### config.mk
export PLATFORM = sky130hd
export DESIGN_NAME = cpu_cycle_sequencer
export DESIGN_NICKNAME = d
export VERILOG_FILES = /design/src/rtl/cpu_cycle_sequencer_pkg.sv /design/src/rtl/cpu_cycle_sequencer_mem_wait_timer.sv /design/src/rtl/cpu_cycle_sequencer.sv
export SDC_FILE = /design/constraint.sdc
export NUM_CORES = 1
export LEC_CHECK = 0
export CAP_MARGIN = 20
export CORE_ASPECT_RATIO = 0.75
export CORE_MARGIN = 2
export CORE_UTILIZATION = 40
export DETAILED_ROUTE_END_ITERATION = 10
export MAX_ROUTING_LAYER = met4
export PLACE_DENSITY = 0.67
export SLEW_MARGIN = 30
export SYNTH_ARGS = -nofsm -noshare
export SYNTH_HDL_FRONTEND = slang
export SYNTH_HIERARCHICAL = 1
export SYNTH_SLANG_ARGS = --single-unit
### constraint.sdc
create_clock -name clk -period 1.8 [get_ports clk]
set_clock_uncertainty 0.05 [all_clocks]
set_input_delay 0.36 -clock clk [delete_from_list [all_inputs] [get_ports clk]]
set_output_delay 0.36 -clock clk [all_outputs]
set_load 0.05 [all_outputs]
### src/rtl/cpu_cycle_sequencer_pkg.sv
// cpu_pkg: shared definitions for the multi-cycle control sequencer.
//   state_t    - 3-bit FSM state encoding
//   op_class_t - decoded instruction class
//   OP_*       - opcode constants and the ALU opcode range
//   op_class() - maps a 4-bit opcode to its class
package cpu_pkg;

  typedef enum logic [2:0] {
    S_IDLE      = 3'd0,
    S_FETCH     = 3'd1,
    S_DECODE    = 3'd2,
    S_EXECUTE   = 3'd3,
    S_MEMORY    = 3'd4,
    S_WRITEBACK = 3'd5,
    S_HALT      = 3'd6,
    S_FAULT     = 3'd7
  } state_t;

  typedef enum logic [2:0] {
    C_NOP   = 3'd0,
    C_ALU   = 3'd1,
    C_LOAD  = 3'd2,
    C_STORE = 3'd3,
    C_JMP   = 3'd4,
    C_HLT   = 3'd5
  } op_class_t;

  localparam logic [3:0] OP_NOP    = 4'h0;
  localparam logic [3:0] OP_ALU_LO = 4'h1;
  localparam logic [3:0] OP_ALU_HI = 4'h7;
  localparam logic [3:0] OP_LOAD   = 4'h8;
  localparam logic [3:0] OP_STORE  = 4'h9;
  localparam logic [3:0] OP_JMP    = 4'hA;
  localparam logic [3:0] OP_HLT    = 4'hF;

  // Reserved opcodes (0xB-0xE) fall through to the NOP class.
  function automatic op_class_t op_class(input logic [3:0] op);
    op_class_t c;
    c = C_NOP;
    if (op >= OP_ALU_LO && op <= OP_ALU_HI) c = C_ALU;
    else if (op == OP_LOAD)                 c = C_LOAD;
    else if (op == OP_STORE)                c = C_STORE;
    else if (op == OP_JMP)                  c = C_JMP;
    else if (op == OP_HLT)                  c = C_HLT;
    return c;
  endfunction

endpackage

### src/rtl/cpu_cycle_sequencer_mem_wait_timer.sv
// mem_wait_timer: 8-bit memory wait counter with timeout compare.
//   clk      - system clock
//   rst      - asynchronous active-high reset
//   clear    - zero the counter (takes priority over count_en)
//   count_en - count one more wait cycle
//   timeout  - counter has reached MAX_WAIT
module mem_wait_timer #(
  parameter logic [7:0] MAX_WAIT = 8'd15
) (
  input  logic clk,
  input  logic rst,
  input  logic clear,
  input  logic count_en,
  output logic timeout
);

  logic [7:0] count;

  // Counting stops at MAX_WAIT; the sequencer leaves for FAULT from there.
  always_ff @(posedge clk or posedge rst) begin
    if (rst)                               count <= 8'd0;
    else if (clear)                        count <= 8'd0;
    else if (count_en && !timeout)         count <= count + 8'd1;
  end

  assign timeout = (count == MAX_WAIT);

endmodule

### src/rtl/cpu_cycle_sequencer.sv
// cpu_cycle_sequencer: multi-cycle fetch/decode/execute/memory/writeback
// control sequencer for the 16-bit processor.
//   clk, rst          - clock, asynchronous active-high reset
//   start             - level; leaves IDLE when high
//   opcode            - IR opcode field, valid from DECODE onward
//   mem_ready         - memory completion, only looked at while mem_req=1
//   mem_req, mem_we   - memory request and write qualifier
//   ir_load, alu_en, reg_we, pc_inc, pc_load - one-cycle datapath strobes
//   busy, halted, fault - status
//   retired           - completed-instruction count (wraps)
//   state_dbg         - current FSM state, for observation only
//
// Handshake: a memory transfer completes in the cycle where mem_req and
// mem_ready are both high; mem_req stays high until then or until the wait
// budget runs out, and mem_ready is ignored whenever mem_req is low.
module cpu_cycle_sequencer
  import cpu_pkg::*;
#(
  parameter int MAX_WAIT = 15,
  parameter int OPW      = 4
) (
  input  logic           clk,
  input  logic           rst,
  input  logic           start,
  input  logic [OPW-1:0] opcode,
  input  logic           mem_ready,
  output logic           mem_req,
  output logic           mem_we,
  output logic           ir_load,
  output logic           alu_en,
  output logic           reg_we,
  output logic           pc_inc,
  output logic           pc_load,
  output logic           busy,
  output logic           halted,
  output logic           fault,
  output logic [15:0]    retired,
  output logic [2:0]     state_dbg
);

  state_t    state, next_state;
  op_class_t cls;
  logic      retire;
  logic      timeout;
  logic      wait_clear;
  logic      wait_count;

  // The class is decoded from the low four opcode bits.
  assign cls = op_class(opcode[3:0]);

  // Any completed (or absent) request zeroes the counter, so every FETCH
  // and MEMORY phase starts counting from zero.
  assign wait_clear = !mem_req || mem_ready;
  assign wait_count = mem_req && !mem_ready;

  mem_wait_timer #(
    .MAX_WAIT (8'(MAX_WAIT))
  ) u_timer (
    .clk      (clk),
    .rst      (rst),
    .clear    (wait_clear),
    .count_en (wait_count),
    .timeout  (timeout)
  );

  always_ff @(posedge clk or posedge rst) begin
    if (rst) begin
      state   <= S_IDLE;
      retired <= 16'd0;
    end else begin
      state <= next_state;
      if (retire) retired <= retired + 16'd1;
    end
  end

  always_comb begin
    next_state = state;
    mem_req    = 1'b0;
    mem_we     = 1'b0;
    ir_load    = 1'b0;
    alu_en     = 1'b0;
    reg_we     = 1'b0;
    pc_inc     = 1'b0;
    pc_load    = 1'b0;
    halted     = 1'b0;
    fault      = 1'b0;
    retire     = 1'b0;
    case (state)
      S_IDLE: if (start) next_state = S_FETCH;
      S_FETCH: begin
        mem_req = 1'b1;
        if (mem_ready) begin
          ir_load    = 1'b1;
          next_state = S_DECODE;
        end else if (timeout) begin
          next_state = S_FAULT;
        end
      end
      S_DECODE: next_state = S_EXECUTE;
      S_EXECUTE: begin
        case (cls)
          C_ALU: begin
            alu_en     = 1'b1;
            next_state = S_WRITEBACK;
          end
          C_LOAD, C_STORE: begin
            alu_en     = 1'b1;  // address generation
            next_state = S_MEMORY;
          end
          C_JMP: begin
            pc_load    = 1'b1;
            retire     = 1'b1;
            next_state = S_FETCH;
          end
          C_HLT: begin
            retire     = 1'b1;
            next_state = S_HALT;
          end
          default: begin
            pc_inc     = 1'b1;
            retire     = 1'b1;
            next_state = S_FETCH;
          end
        endcase
      end
      S_MEMORY: begin
        mem_req = 1'b1;
        mem_we  = (cls == C_STORE);
        if (mem_ready) begin
          if (cls == C_STORE) begin
            pc_inc     = 1'b1;
            retire     = 1'b1;
            next_state = S_FETCH;
          end else begin
            next_state = S_WRITEBACK;
          end
        end else if (timeout) begin
          next_state = S_FAULT;
        end
      end
      S_WRITEBACK: begin
        reg_we     = 1'b1;
        pc_inc     = 1'b1;
        retire     = 1'b1;
        next_state = S_FETCH;
      end
      S_HALT:  halted = 1'b1;
      S_FAULT: fault  = 1'b1;
      default: next_state = S_IDLE;
    endcase
  end

  assign busy      = (state != S_IDLE) && (state != S_HALT) && (state != S_FAULT);
  assign state_dbg = state;

endmodule

==> impl_metrics.toml, run 1 <==
[outcome]
status = "complete, but fails checks"
violations = "negative setup slack"

[timing]
max_slew.worst_pin.slew_ns = 0.470
rsz0062_at_grt = "yes"
final.period_utilization = 1.06
finalSetupViolations = 10
worst_slack_ns = -0.101
hold_viol_final = 0
drv_slew = 0
finalSetupTns_ns = -0.400
timing.fmax_ghz = 0.526
min_period_ns = 1.90
slew_headroom = 0.686

[layout]
n_antenna_cell = 0
syn_to_final_growth_pct = 73.4
nets = 265
finalNonFillerCells = 306
fillCellCount = 269
drive_gt1_frac = 0.528
layout.area.seq_um2 = 679
multi_input_comb_area_mm2 = 0.00107

[grt]
antenna_found_initial = 0
grt_usage = 0.207
grt_max_degree = 20
first_global_vias = 1625
grt_pass1_wl_um = 7200
grt-ovfl-total = 0

[detailed_routing]
first_pass_iters = 4
wl_um = 4490
ant_nets = 0
wl_met1_um = 1880
vias = 1615
wl_per_cell_um = 14.7
vias_per_cell = 5.28
drc_errors = 0
drtIter0Drc = 79
top_layer_used = "met4"
dr_wl_met3_um = 145
wl_met2_um = 2360

[worst_setup_path]
r2r-start = "state_dbg[0]$_DFFE_PP0P_"
rr_worst_depth = 9
criticalPathCategory = "reg2reg"
crit_fanout = 3
start_kind = "flip-flop"
r2r-end = "u_timer/count[6]$_DFFE_PP0P_"
arrival_ns = 2.02
required_ns = 1.91
r2r_setup_slack_ns = -0.10
worst_setup_path_end_kind = "flip-flop"

[placement]
dp_hpwl_um = 3260
gp_congestion = 0.884
dpl.cell_count = 293
pre_cts_slack_ns = -0.561
port_buffers = 36

[logic_synthesis]
avgSynthCellArea_um2 = 9.20
synth_most_common_cell = "dfrtp_1"
postSynth.asyncResetShare = 1.00
yosysUniqueCellTypes = 47
yosysSeqAreaShare = 0.427
synth_flop_cell = "dfrtp_1"
synth_edf_count = 0
yosysTopAreaCellShare = 0.427
ys_top_cells_by_count = "dfrtp_1 (27), xnor2_1 (14), inv_1 (12), nor2_1 (12)"
ys_seq_elements = 27
syn-num-nets = 182
netlist_area_mm2 = 0.00158
yosysWarnings = 6
yosys.area.top_type = "dfrtp_1"
syn_inst = 172
synth_area_leaders = "dfrtp_1 (43%), xnor2_1 (7.7%), nand4_1 (3.6%), a21oi_1 (3.5%), nand3_1 (3.2%)"

[pwr]
ir_drop_mv = 1.31
power.clock.fraction = 0.085
leakage_uw = 0.00123
power_density_mw_per_mm2 = 1490
p_int_uw = 2210
total_power_uw = 4100
pwr-share-comb = 0.705
p_sw_frac = 0.461
p_sw_uw = 1890
seqPwrFrac = 0.210

[job]
max-cap-violations = 0

[die]
die_h_um = 58.5
initial_core_util = 0.424
rows = 19
dieArea_mm2 = 0.00448
io_pins = 37
die_width_um = 76.6
core-area_mm2 = 0.00373

[clocking]
cts-root-buf = "clkbuf_8"
cts_tree = "done"
cts.reportedPaths.clkPinSlew_ns = 0.09
cts_buffer_depth = 2
postCtsHoldBufs = 0
clock-sinks = 27
htreeDepth = 1
clk_latency_ns = 0.27
cts_made_buffers = 3

[min_path]
hold_class = "in2async"
[worst max-delay path by stage]
stage                                         from                           end  slack [ns]  depth (start not counted)
after floorplan           state_dbg[0]$_DFFE_PP0P_  u_timer/count[6]$_DFFE_PP0P_       -0.55                          9
after global placement                   opcode[1]        retired[1]$_DFFE_PP0P_       -0.51                          6
after CTS                 state_dbg[2]$_DFFE_PP0P_                       pc_load       -0.13                          4
after global routing      state_dbg[0]$_DFFE_PP0P_  u_timer/count[6]$_DFFE_PP0P_       -0.15                          9
after detailed placement                 opcode[1]        retired[1]$_DFFE_PP0P_       -0.56                          6
final                     state_dbg[0]$_DFFE_PP0P_  u_timer/count[6]$_DFFE_PP0P_       -0.10                          9
[per-layer routing]
metal | vias to the layer above | GRT usage
met5 | - | -
met4 | 0 | 0.104
met1 | 773 | 0.237
met2 | 52 | 0.377
met3 | 10 | 0.0169
li1 | 780 | -
[timing repair]
action / in CTS / in global routing
setup endpoints to repair: 26 / 17
buffers inserted: 8 / 4
resized for setup: 37 / 20
pin swaps: 8 / 8
[layout by cell type (no fill, tap or decap), drive strengths merged, types with 4 or more instances in the layout]
| cell type | count |
|---|---|
| a21oi | 11 |
| and3 | 5 |
| buf | 82 |
| dfrtp | 27 |
| inv | 12 |
| nand2 | 12 |
| nand2b | 4 |
| nand3 | 10 |
| nand4 | 9 |
| nor2 | 12 |
| nor3 | 5 |
| o21ai | 5 |
| xnor2 | 14 |
[area by class of cell]
class	instances	area share
Inverter	12	0.0173
Multi-Input combinational cell	126	0.392
Timing Repair Buffer	85	0.302
Sequential cell	27	0.247
Clock inverter	1	0.00273
Tap cell	52	0.0237
Clock buffer	3	0.0150
[power groups by stage]
stage	combinational (uW)	clock (uW)	sequential, uW
after floorplan	1080	0	1190
after global placement	2440	0	869
after detailed placement	2480	0	873
after CTS	2750	358	853
after global routing	3040	389	876
final	2890	349	858
[cell families (layout without fill, tap and decap cells)]
kind of cell | after synthesis | in the layout | share of synthesized area
DFF | 27 | 27 | 0.427
and+or+nand+nor | 75 | 75 | 0.262
buffers and inverters | 19 | 101 | 0.0506
adders and majority gates | 2 | 2 | 0.0158
xor gates and xnor gates | 15 | 15 | 0.0830
AOI/OAI and AO/OA | 29 | 29 | 0.125
muxes | 5 | 5 | 0.0364
[state kept, by name, summed over array words and instances (netlist names)]
| register | count |
|---|---|
| retired | 16 |
| state_dbg | 3 |
| u_timer/count | 8 |
[per-stage QoR]
stage / instance area [um2] / util / hold WS [ns]
global route: 2750 / 0.736 / 0.340
detailed placement: 2470 / 0.662 / 0.435
global placement: 2470 / 0.662 / 0.403
finish: 2750 / 0.736 / 0.308
floorplan: 1730 / - / 0.126
CTS: 2640 / 0.706 / 0.323
[worst max-delay path, cell delays in order, from the launching register on]
cell and delay (ns):
dfrtp_2 0.43, buf_6 0.13, inv_4 0.06, nand2_4 0.06, a21oi_4 0.15, nand2b_1 0.11
inv_2 0.09, nand2_2 0.06, or3_4 0.36, mux2_4 0.29
Note: power is estimated with default switching activity, not from simulation.
==> run 2: changes to the inputs <==
Settings changed: HOLD_SLACK_MARGIN from default to 0.1.
==> results of run 2 <==
Final layout, timing and power as in run 1 (identical DEF).
